$ cat config.mk
export PLATFORM = sky130hd
export DESIGN_NAME = multicycle_controller
export DESIGN_NICKNAME = d
export VERILOG_FILES = /design/src/rtl/multicycle_pkg.sv /design/src/rtl/multicycle_aludec.sv /design/src/rtl/multicycle_controller.sv
export SDC_FILE = /design/constraint.sdc
export NUM_CORES = 1
export LEC_CHECK = 0
export CAP_MARGIN = 20
export CORE_MARGIN = 5
export CORE_UTILIZATION = 45
export DETAILED_ROUTE_END_ITERATION = 8
export MAX_ROUTING_LAYER = met4
export PLACE_DENSITY = 0.76
export SLEW_MARGIN = 10
export SYNTH_ARGS = -nofsm -noshare
export SYNTH_HDL_FRONTEND = slang
export SYNTH_SLANG_ARGS = --single-unit
$ cat constraint.sdc
create_clock -name clk -period 2.5 [get_ports clk]
set_clock_uncertainty 0.05 [all_clocks]
set_input_delay 0.5 -clock clk [delete_from_list [all_inputs] [get_ports clk]]
set_output_delay 0.5 -clock clk [all_outputs]
set_load 0.03 [all_outputs]
$ cat src/rtl/multicycle_pkg.sv
// rtl/multicycle_pkg.sv - shared types and encodings for the multi-cycle MIPS control FSM (ILLEGAL_TRAP_EN adds ST_TRAP)
package multicycle_pkg;

    typedef enum logic [3:0] {
        ST_FETCH  = 4'd0,
        ST_DECODE = 4'd1,
        ST_MEMADR = 4'd2,
        ST_MEMRD  = 4'd3,
        ST_MEMWB  = 4'd4,
        ST_MEMWR  = 4'd5,
        ST_EXEC   = 4'd6,
        ST_ALUWB  = 4'd7,
        ST_BRANCH = 4'd8,
        ST_ADDIEX = 4'd9,
        ST_ADDIWB = 4'd10,
        ST_JUMP   = 4'd11,
`ifdef ILLEGAL_TRAP_EN
        ST_FAULT  = 4'd12,
        ST_TRAP   = 4'd13
`else
        ST_FAULT  = 4'd12
`endif
    } state_t;

    localparam logic [5:0] OP_RTYPE = 6'b000000;
    localparam logic [5:0] OP_J     = 6'b000010;
    localparam logic [5:0] OP_BEQ   = 6'b000100;
    localparam logic [5:0] OP_ADDI  = 6'b001000;
    localparam logic [5:0] OP_LW    = 6'b100011;
    localparam logic [5:0] OP_SW    = 6'b101011;

    localparam logic [5:0] FN_ADD = 6'b100000;
    localparam logic [5:0] FN_SUB = 6'b100010;
    localparam logic [5:0] FN_AND = 6'b100100;
    localparam logic [5:0] FN_OR  = 6'b100101;
    localparam logic [5:0] FN_SLT = 6'b101010;

    localparam logic [2:0] ALU_AND = 3'b000;
    localparam logic [2:0] ALU_OR  = 3'b001;
    localparam logic [2:0] ALU_ADD = 3'b010;
    localparam logic [2:0] ALU_SUB = 3'b110;
    localparam logic [2:0] ALU_SLT = 3'b111;

    localparam logic [1:0] ALUOP_ADD   = 2'b00;
    localparam logic [1:0] ALUOP_SUB   = 2'b01;
    localparam logic [1:0] ALUOP_FUNCT = 2'b10;

    localparam logic [1:0] PC_ALU    = 2'b00;
    localparam logic [1:0] PC_ALUOUT = 2'b01;
    localparam logic [1:0] PC_JUMP   = 2'b10;

    localparam logic [1:0] SRCB_RT    = 2'b00;
    localparam logic [1:0] SRCB_ONE   = 2'b01;
    localparam logic [1:0] SRCB_IMM   = 2'b10;
    localparam logic [1:0] SRCB_BROFF = 2'b11;

endpackage

$ cat src/rtl/multicycle_aludec.sv
// rtl/multicycle_aludec.sv - ALU control decode from state-derived alu_op and funct
module multicycle_aludec
    import multicycle_pkg::*;
(
    input  logic [1:0] alu_op,
    input  logic [5:0] funct,
    output logic [2:0] alu_ctrl
);

    always_comb begin
        alu_ctrl = ALU_ADD;
        case (alu_op)
            ALUOP_SUB: alu_ctrl = ALU_SUB;
            ALUOP_FUNCT: begin
                case (funct)
                    FN_SUB:  alu_ctrl = ALU_SUB;
                    FN_AND:  alu_ctrl = ALU_AND;
                    FN_OR:   alu_ctrl = ALU_OR;
                    FN_SLT:  alu_ctrl = ALU_SLT;
                    default: alu_ctrl = ALU_ADD;
                endcase
            end
            default: alu_ctrl = ALU_ADD;
        endcase
    end

endmodule

$ cat src/rtl/multicycle_controller.sv
// rtl/multicycle_controller.sv - multi-cycle MIPS control FSM with memory timeout and retired counter (ILLEGAL_TRAP_EN: unknown opcodes trap)
module multicycle_controller
    import multicycle_pkg::*;
#(
    parameter int TIMEOUT = 15,
    parameter int CNT_W   = 32
) (
    input  logic             clk,
    input  logic             reset,
    input  logic [5:0]       opcode,
    input  logic [5:0]       funct,
    input  logic             zero,
    input  logic             mem_ready,
    output logic             mem_read,
    output logic             mem_write,
    output logic             iord,
    output logic             ir_write,
    output logic             pc_en,
    output logic [1:0]       pc_src,
    output logic             alu_src_a,
    output logic [1:0]       alu_src_b,
    output logic [2:0]       alu_ctrl,
    output logic             reg_dst,
    output logic             mem_to_reg,
    output logic             reg_write,
    output logic             fault,
    output logic [CNT_W-1:0] retired,
    output logic [3:0]       state
);

    // The counter only needs to reach TIMEOUT-1: the TIMEOUT-th idle cycle leaves the state.
    localparam int WAIT_W = (TIMEOUT > 1) ? $clog2(TIMEOUT) : 1;
    localparam logic [WAIT_W-1:0] WAIT_LAST = (TIMEOUT > 0) ? WAIT_W'(TIMEOUT - 1) : '0;

    state_t            cur;
    state_t            nxt;
    logic [WAIT_W-1:0] wait_cnt;
    logic              in_wait;
    logic              timed_out;
    logic [1:0]        alu_op;
    logic              alu_en;
    logic [2:0]        dec_ctrl;

    assign in_wait   = (cur == ST_FETCH) || (cur == ST_MEMRD) || (cur == ST_MEMWR);
    assign timed_out = (TIMEOUT > 0) && in_wait && !mem_ready && (wait_cnt == WAIT_LAST);
    assign state     = cur;

    always_ff @(posedge clk or negedge reset) begin
        if (!reset) begin
            cur <= ST_FETCH;
        end else begin
            cur <= nxt;
        end
    end

    always_ff @(posedge clk or negedge reset) begin
        if (!reset) begin
            wait_cnt <= '0;
            retired  <= '0;
        end else begin
            if (nxt != cur || TIMEOUT == 0) begin
                wait_cnt <= '0;
            end else if (in_wait && !mem_ready) begin
                wait_cnt <= wait_cnt + WAIT_W'(1);
            end
            if (nxt == ST_FETCH && cur != ST_FETCH) begin
                retired <= retired + CNT_W'(1);
            end
        end
    end

    always_comb begin
        nxt = cur;
        case (cur)
            ST_FETCH: begin
                if (mem_ready)      nxt = ST_DECODE;
                else if (timed_out) nxt = ST_FAULT;
            end
            ST_DECODE: begin
                case (opcode)
                    OP_LW, OP_SW: nxt = ST_MEMADR;
                    OP_RTYPE:     nxt = ST_EXEC;
                    OP_BEQ:       nxt = ST_BRANCH;
                    OP_ADDI:      nxt = ST_ADDIEX;
                    OP_J:         nxt = ST_JUMP;
`ifdef ILLEGAL_TRAP_EN
                    default:      nxt = ST_TRAP;
`else
                    default:      nxt = ST_FETCH;
`endif
                endcase
            end
            ST_MEMADR: nxt = (opcode == OP_SW) ? ST_MEMWR : ST_MEMRD;
            ST_MEMRD: begin
                if (mem_ready)      nxt = ST_MEMWB;
                else if (timed_out) nxt = ST_FAULT;
            end
            ST_MEMWR: begin
                if (mem_ready)      nxt = ST_FETCH;
                else if (timed_out) nxt = ST_FAULT;
            end
            ST_MEMWB:  nxt = ST_FETCH;
            ST_EXEC:   nxt = ST_ALUWB;
            ST_ALUWB:  nxt = ST_FETCH;
            ST_BRANCH: nxt = ST_FETCH;
            ST_ADDIEX: nxt = ST_ADDIWB;
            ST_ADDIWB: nxt = ST_FETCH;
            ST_JUMP:   nxt = ST_FETCH;
            ST_FAULT:  nxt = ST_FAULT;
`ifdef ILLEGAL_TRAP_EN
            ST_TRAP:   nxt = ST_TRAP;
`endif
            default:   nxt = ST_FETCH;
        endcase
    end

    always_comb begin
        mem_read   = 1'b0;
        mem_write  = 1'b0;
        iord       = 1'b0;
        ir_write   = 1'b0;
        pc_en      = 1'b0;
        pc_src     = PC_ALU;
        alu_src_a  = 1'b0;
        alu_src_b  = SRCB_RT;
        alu_op     = ALUOP_ADD;
        alu_en     = 1'b0;
        reg_dst    = 1'b0;
        mem_to_reg = 1'b0;
        reg_write  = 1'b0;
        fault      = 1'b0;
        case (cur)
            ST_FETCH: begin
                mem_read  = 1'b1;
                alu_src_b = SRCB_ONE;
                alu_en    = 1'b1;
                ir_write  = mem_ready;
                pc_en     = mem_ready;
            end
            ST_DECODE: begin
                alu_src_b = SRCB_BROFF;
                alu_en    = 1'b1;
            end
            ST_MEMADR, ST_ADDIEX: begin
                alu_src_a = 1'b1;
                alu_src_b = SRCB_IMM;
                alu_en    = 1'b1;
            end
            ST_MEMRD: begin
                mem_read = 1'b1;
                iord     = 1'b1;
            end
            ST_MEMWB: begin
                reg_write  = 1'b1;
                mem_to_reg = 1'b1;
            end
            ST_MEMWR: begin
                mem_write = 1'b1;
                iord      = 1'b1;
            end
            ST_EXEC: begin
                alu_src_a = 1'b1;
                alu_op    = ALUOP_FUNCT;
                alu_en    = 1'b1;
            end
            ST_ALUWB: begin
                reg_write = 1'b1;
                reg_dst   = 1'b1;
            end
            ST_BRANCH: begin
                alu_src_a = 1'b1;
                alu_op    = ALUOP_SUB;
                alu_en    = 1'b1;
                pc_src    = PC_ALUOUT;
                pc_en     = zero;
            end
            ST_ADDIWB: reg_write = 1'b1;
            ST_JUMP: begin
                pc_src = PC_JUMP;
                pc_en  = 1'b1;
            end
            ST_FAULT: fault = 1'b1;
`ifdef ILLEGAL_TRAP_EN
            ST_TRAP:  fault = 1'b1;
`endif
            default: ;
        endcase
        // No strobe may reach the datapath while reset is held, even in FETCH.
        if (!reset) begin
            mem_read  = 1'b0;
            mem_write = 1'b0;
            ir_write  = 1'b0;
            pc_en     = 1'b0;
            reg_write = 1'b0;
        end
    end

    multicycle_aludec u_aludec (
        .alu_op   (alu_op),
        .funct    (funct),
        .alu_ctrl (dec_ctrl)
    );

    assign alu_ctrl = alu_en ? dec_ctrl : ALU_AND;

endmodule

### Yosys cells after proc, flatten, opt, wreduce, memory -nomap -nowiden

Index checks and enable logic that the tools add are counted.

* reduce and logical (&&, ||, !) cells: 18
* add/subtract/negate cells: 2
* equal/unequal tests: 25
* multiplexer cells: 31

Operator list (count)
* 6-bit == test, second input constant: 6
* 32-bit by 1-bit adder with 32-bit output, second input constant: 1
* 4-bit one-hot mux with 8 select lines: 1
* 4-bit == test, second input constant: 6
* 4-bit two-way mux: 6
* 4-bit one-hot mux with 5 select lines: 1
* 4-bit by 3-bit == test with 1-bit output, second input constant: 4
* 1-bit two-way mux: 15
* 3-bit one-hot mux with 4 select lines: 1
* 4-bit by 2-bit == test with 1-bit output, second input constant: 2
* 4-bit zero test: 2
* 2-bit one-hot mux with 2 select lines: 2
* 2-bit OR reduction: 4
* 6-bit by 2-bit == test with 1-bit output, second input constant: 1
* 6-bit by 3-bit == test with 1-bit output, second input constant: 1
* 6-bit by 4-bit == test with 1-bit output, second input constant: 1
* 6-bit zero test: 1
* 3-bit two-way mux: 2
* 2-bit one-hot mux with 3 select lines: 1
* 3-bit one-hot mux with 2 select lines: 1
* 6-bit OR reduction: 1
* 4-bit by 1-bit adder with 4-bit output, second input constant: 1
* 4-bit by 1-bit == test with 1-bit output, second input constant: 1
* 4-bit != test: 1
* 10 further kinds: 13

* input bits: 16
* logic and storage cells: 79
* register bits after elaboration: 40

### Logic depth before layout (Yosys ltp)

* depth after elaboration: 10
* mapped depth: 9

### Cells and area by module

Synthesis repeated with hierarchy kept, for this count alone.

* cells, all modules: 263
* area total of the unflattened synthesis: 2511.2 µm²

Modules (own cells, without submodules)
* multicycle_controller: seq. area each 1001.0 µm², times used 1, cells an instance 248, area each 2392.3 µm²
* multicycle_aludec: seq. area each 0.0 µm², times used 1, cells an instance 15, area each 118.9 µm²

### Worst setup path before layout

Ideal clock, no wire load.

* path kind: flip-flop to output port
* start: reg cur[3], in the netlist state[3]
* end: out alu_ctrl[0]
* stages on the path, launching flop included: 9
* path slack: -0.557 ns
* data arrival time: 2.507 ns
* data required time: 1.950 ns
* path through: dfrtp_1 > buf_2 > buf_1 > nor2_1 > nand3_1 > inv_1 > ha_1 > or2_2 > nor3_1

* word-level cells in the longest chain between the ends: 5
* elaborated cells between the ends (all ways): 13
* classes of those cells: 7 x eq/ne; 4 x mux; 2 x reduce/logical

RTL lines
* start: declaration: line multicycle_controller.sv:35 `state_t cur;`
* start signal: assignment: line multicycle_controller.sv:52 `cur <= nxt;`
* 4-bit == test or 4-bit by 3-bit == test with 1-bit output (tied branches): line multicycle_controller.sv:132 `case (cur)`
* 2-bit one-hot mux with 2 select lines: line multicycle_controller.sv:132
* 2-bit == test or 2-bit by 1-bit == test with 1-bit output (tied branches): line multicycle_aludec.sv:12 `case (alu_op)`
* 3-bit one-hot mux with 2 select lines: line multicycle_aludec.sv:12
* 3-bit two-way mux (*): line multicycle_controller.sv:204 `assign alu_ctrl = alu_en ? dec_ctrl : ALU_AND;`
* end: declaration: line multicycle_controller.sv:22 `output logic [2:0] alu_ctrl,`

Every way passes the cells marked *; elsewhere a longest branch is shown, timed or not.

### Final worst setup path

* start: reg cur[0], in the netlist state[0]
* end: out alu_src_b[1]

* word-level cells in the longest chain between the ends: 3
* elaborated cells between the ends (all ways): 6
* classes of those cells: 3 x eq/ne; 1 x mux; 2 x reduce/logical

RTL lines
* 4-bit == test or 4-bit by 2-bit == test with 1-bit output (tied branches): line multicycle_controller.sv:132
* 2-bit OR reduction
* 2-bit one-hot mux with 3 select lines (*): line multicycle_controller.sv:132
* end: declaration: line multicycle_controller.sv:21 `output logic [1:0] alu_src_b,`

Marked as above.

==> summary.md <==
The run finished with clean final reports. The slew at the pin closest to its max-slew limit was 428 ps; the number of placed I/O pins was 69. The repair_antennas step left the layout with diodes totalling 0. The completed layout was analyzed and its total power is 3810 uW.

The CTS clock-pin slew for the worst setup and hold paths came out at 90 ps. For this run, the register share of the synthesized area comes to 39.9%. The remaining global-route overflow is 0. The floorplan step defined a die boundary enclosing 7160 sq um. The post-route netlist has 24.5% of its cells at a drive strength greater than 1.

The final number of hold-violating endpoints came out at 0. For this design the ratio of total power to cell area is 981 nW/um^2. VDD sags by at most 0.000615 V.

The proportion of register bits with asynchronous set or reset after synthesis was 100%; the post-synth net total was 297. The post-detailed-route via-to-cell ratio is 5.52. The worst hold-check path type is reg -> reg. The tree is rooted in a sky130_fd_sc_hd__clkbuf_8. The final estimated routing congestion in global placement was 0.875; the cell area after synthesis was 2510 sq um. At the worst endpoint, the required time is 1950 ps. The Yosys step of the flow raised 0 warnings. STA classifies the critical path endpoint as a primary output. Among all flip-flop cells after synthesis, the most frequent one is sky130_fd_sc_hd__dfrtp_1.

Entering global routing, the biggest net connects 35 pins. For the count of unresolved DRC violations after routing, the log shows 0. The region available for standard cell placement spans 5470 sq um. Setup repair after global routing could not meet its margin everywhere. In this run, the number of DRC markers left after iteration 0 of detailed routing was 206.

The worst pin sits at a relative slew slack of 71.4%. Static timing analysis puts the maximum clock frequency at 0.402 GHz. The worst hold margin is 421 ps, and the insertion delay to the later sink of the worst-skew pair is 310 ps.

The H-tree was split into 2 levels. The count of buffers inserted at the top-level ports works out to 68. The logs give 0 for the final-report max-slew violation count and 2420 for the number of global-route vias before repair.

The maximum fanout count along the critical path is 4, and the number of max-cap violations is 0. Counting along the longest clock path gives a buffer depth of 2. Wires add up to 7.23 mm.

The horizontal die dimension works out to 84.6 um. The analysis attributes to cell leakage a power of 0.00176 uW. After filler insertion, the fill cell instance count of the layout stands at 426. The netlist uses 45 different library cells. Counting tap cells, the placed design contains a total of 438 instances. The routed length per placed instance is 15.7 um. The height of the die is 84.6 um, and the setup TNS is 0 ps. The first-pass GRT wire length is 11.7 mm.

At the worst endpoint, the arrival time is 1940 ps. The floorplan has 27 rows. In this run, synthesis produced a sequential element count of 40.

Across every metal layer, demand over resource in global routing totals 20.2%. Counting flops with a built-in enable in the synthesized netlist gives 0. Once the floorplan was initialized, standard cells occupied 45.8% of the core.

The detail route stage leaves a number of antenna-violating nets equal to 0. For this run, the detailed router's first-pass iteration total came to 4. The run gives 5 as the number of clock buffers inserted by TritonCTS.

Synthesis produced a netlist whose cell count is 276. After the flow finishes, the layout carries non-filler instances totaling 460. The part of the cycle the worst path needs is 99.5%. A synthesized cell averages 9.08 sq um. Type of origin of the critical path: a register.

Number of antenna violations at the first check in global routing: 0. The tools report the CTS sink count as 40. Final period demand of the worst path: 2490 ps.

Compared with the post-synthesis result, the final layout area differs by 54.9%. Setup violations remaining at the end of the flow were counted as 0. The worst setup path is of the reg -> out kind. The overall via count from detail_route is 2538. TritonCTS built the clock tree.

The post-DP HPWL is 4.89 mm. The net count of the finished layout is 408.
Yosys cell counts, drive strengths merged, types with 3 or more instances:
cell type | count | share of area, %
dfrtp | 40 | 40
xnor2 | 35 | 12
nor2 | 24 | 3.6
nand4 | 23 | 5.7
and3 | 22 | 5.5
nand3 | 22 | 4.4
buf | 10 | 1.8
nand2 | 10 | 1.5
inv | 9 | 1.3
nor3 | 7 | 1.4
and2 | 5 | 1.2
clkbuf | 5 | 0.75
ha | 5 | 2.5
nor2b | 5 | 1.2
a21oi | 4 | 0.80
or2 | 4 | 1.0
a31oi | 3 | 0.75
o21ai | 3 | 0.60
or3b | 3 | 1.0
xor2 | 3 | 1.0
report_power, final:
part / internal [uW] / switching [uW]
Sequential: 730 / 102
Combinational: 1160 / 1270
Clock: 301 / 249
Total: 2190 / 1620
placed cells by master (no fill, tap or decap), types with 7 or more instances in the layout:
cell type	netlist	final
sky130_fd_sc_hd__clkdlybuf4s50_1	0	50
sky130_fd_sc_hd__buf_4	0	48
sky130_fd_sc_hd__dfrtp_1	40	36
sky130_fd_sc_hd__xnor2_1	35	34
sky130_fd_sc_hd__nand4_1	23	23
sky130_fd_sc_hd__nand3_1	22	22
sky130_fd_sc_hd__and3_1	22	22
sky130_fd_sc_hd__nor2_1	24	21
sky130_fd_sc_hd__nand2_1	10	9
sky130_fd_sc_hd__inv_1	9	7
path summary, 6_finish.rpt:
check / from / end / slack [ps] / cells past startpoint
min: retired[31] / retired[31] / 420 / 1
max: state[0] / alu_src_b[1] / 10 / 6
min reg2reg: retired[31] / retired[31] / 420 / 1
max reg2reg: state[3] / retired[24] / 70 / 10
max in group asynchronous: reset / state[3] / 1140 / 3
min in group asynchronous: reset / retired[25] / 530 / 2
per-layer routing:
metal | global-route usage, % | wire length, um | vias up
li1 | - | - | 1214
met3 | 4.61 | 428 | 12
met5 | - | 0 | -
met4 | 5.47 | 95 | 0
met1 | 26.5 | 3180 | 1230
met2 | 31.6 | 3520 | 82
cell families (layout without fill, tap and decap cells):
logic type               count (synthesis)  after routing  share of synthesized area (%)
AO/OA/AOI/OAI                           27             27                           7.74
XOR/XNOR                                38             38                           13.3
adder cells (fa/ha/maj)                  5              5                           2.50
buffers and inverters                   24            136                           3.94
flip-flops                              40             40                           39.9
multiplexers                             2              2                          0.849
AND/OR/NAND/NOR                        140            140                           31.8
flip-flops by register name (all words and copies together), names as in the netlist:
name	flops
retired	32
state	4
wait_cnt	4
worst max-delay path: stages, from the launching register on:
cell and delay [ps]:
sky130_fd_sc_hd__dfrtp_2 450, sky130_fd_sc_hd__buf_4 150, sky130_fd_sc_hd__or3b_4 390, sky130_fd_sc_hd__inv_2 70, sky130_fd_sc_hd__buf_4 110, sky130_fd_sc_hd__o21a_1 100, sky130_fd_sc_hd__clkdlybuf4s15_1 360
repair_timing:
item	CTS	global route
hold endpoints to repair	6	0
hold buffers	1	0
buffers inserted	8	4
gates cloned	0	2
setup endpoints to repair	8	38
pin swaps	5	7
gates resized for setup	11	19
final cells by class:
cell class              count  area, sq um  area share, %
multi-input cells         212         1510           38.8
repair buffers            119         1130           29.2
well taps                  72         90.1           2.32
inverters                   9         33.8          0.870
flip-flops and latches     40         1010           25.9
clock inverters             3         46.3           1.19
clock buffers               5         68.8           1.77
metrics by stage:
stage | utilization [%] | area [sq um] | worst slack (ps)
5_1_grt | 70.9 | 3880 | -60.6
3_5_place_dp | 64.6 | 3540 | -324
6_report | 70.9 | 3880 | 13.0
2_1_floorplan | - | 2550 | 2.82
4_1_cts | 68.3 | 3740 | -32.9
3_3_place_gp | 64.6 | 3540 | -279
(Power assumes the default switching activity.)
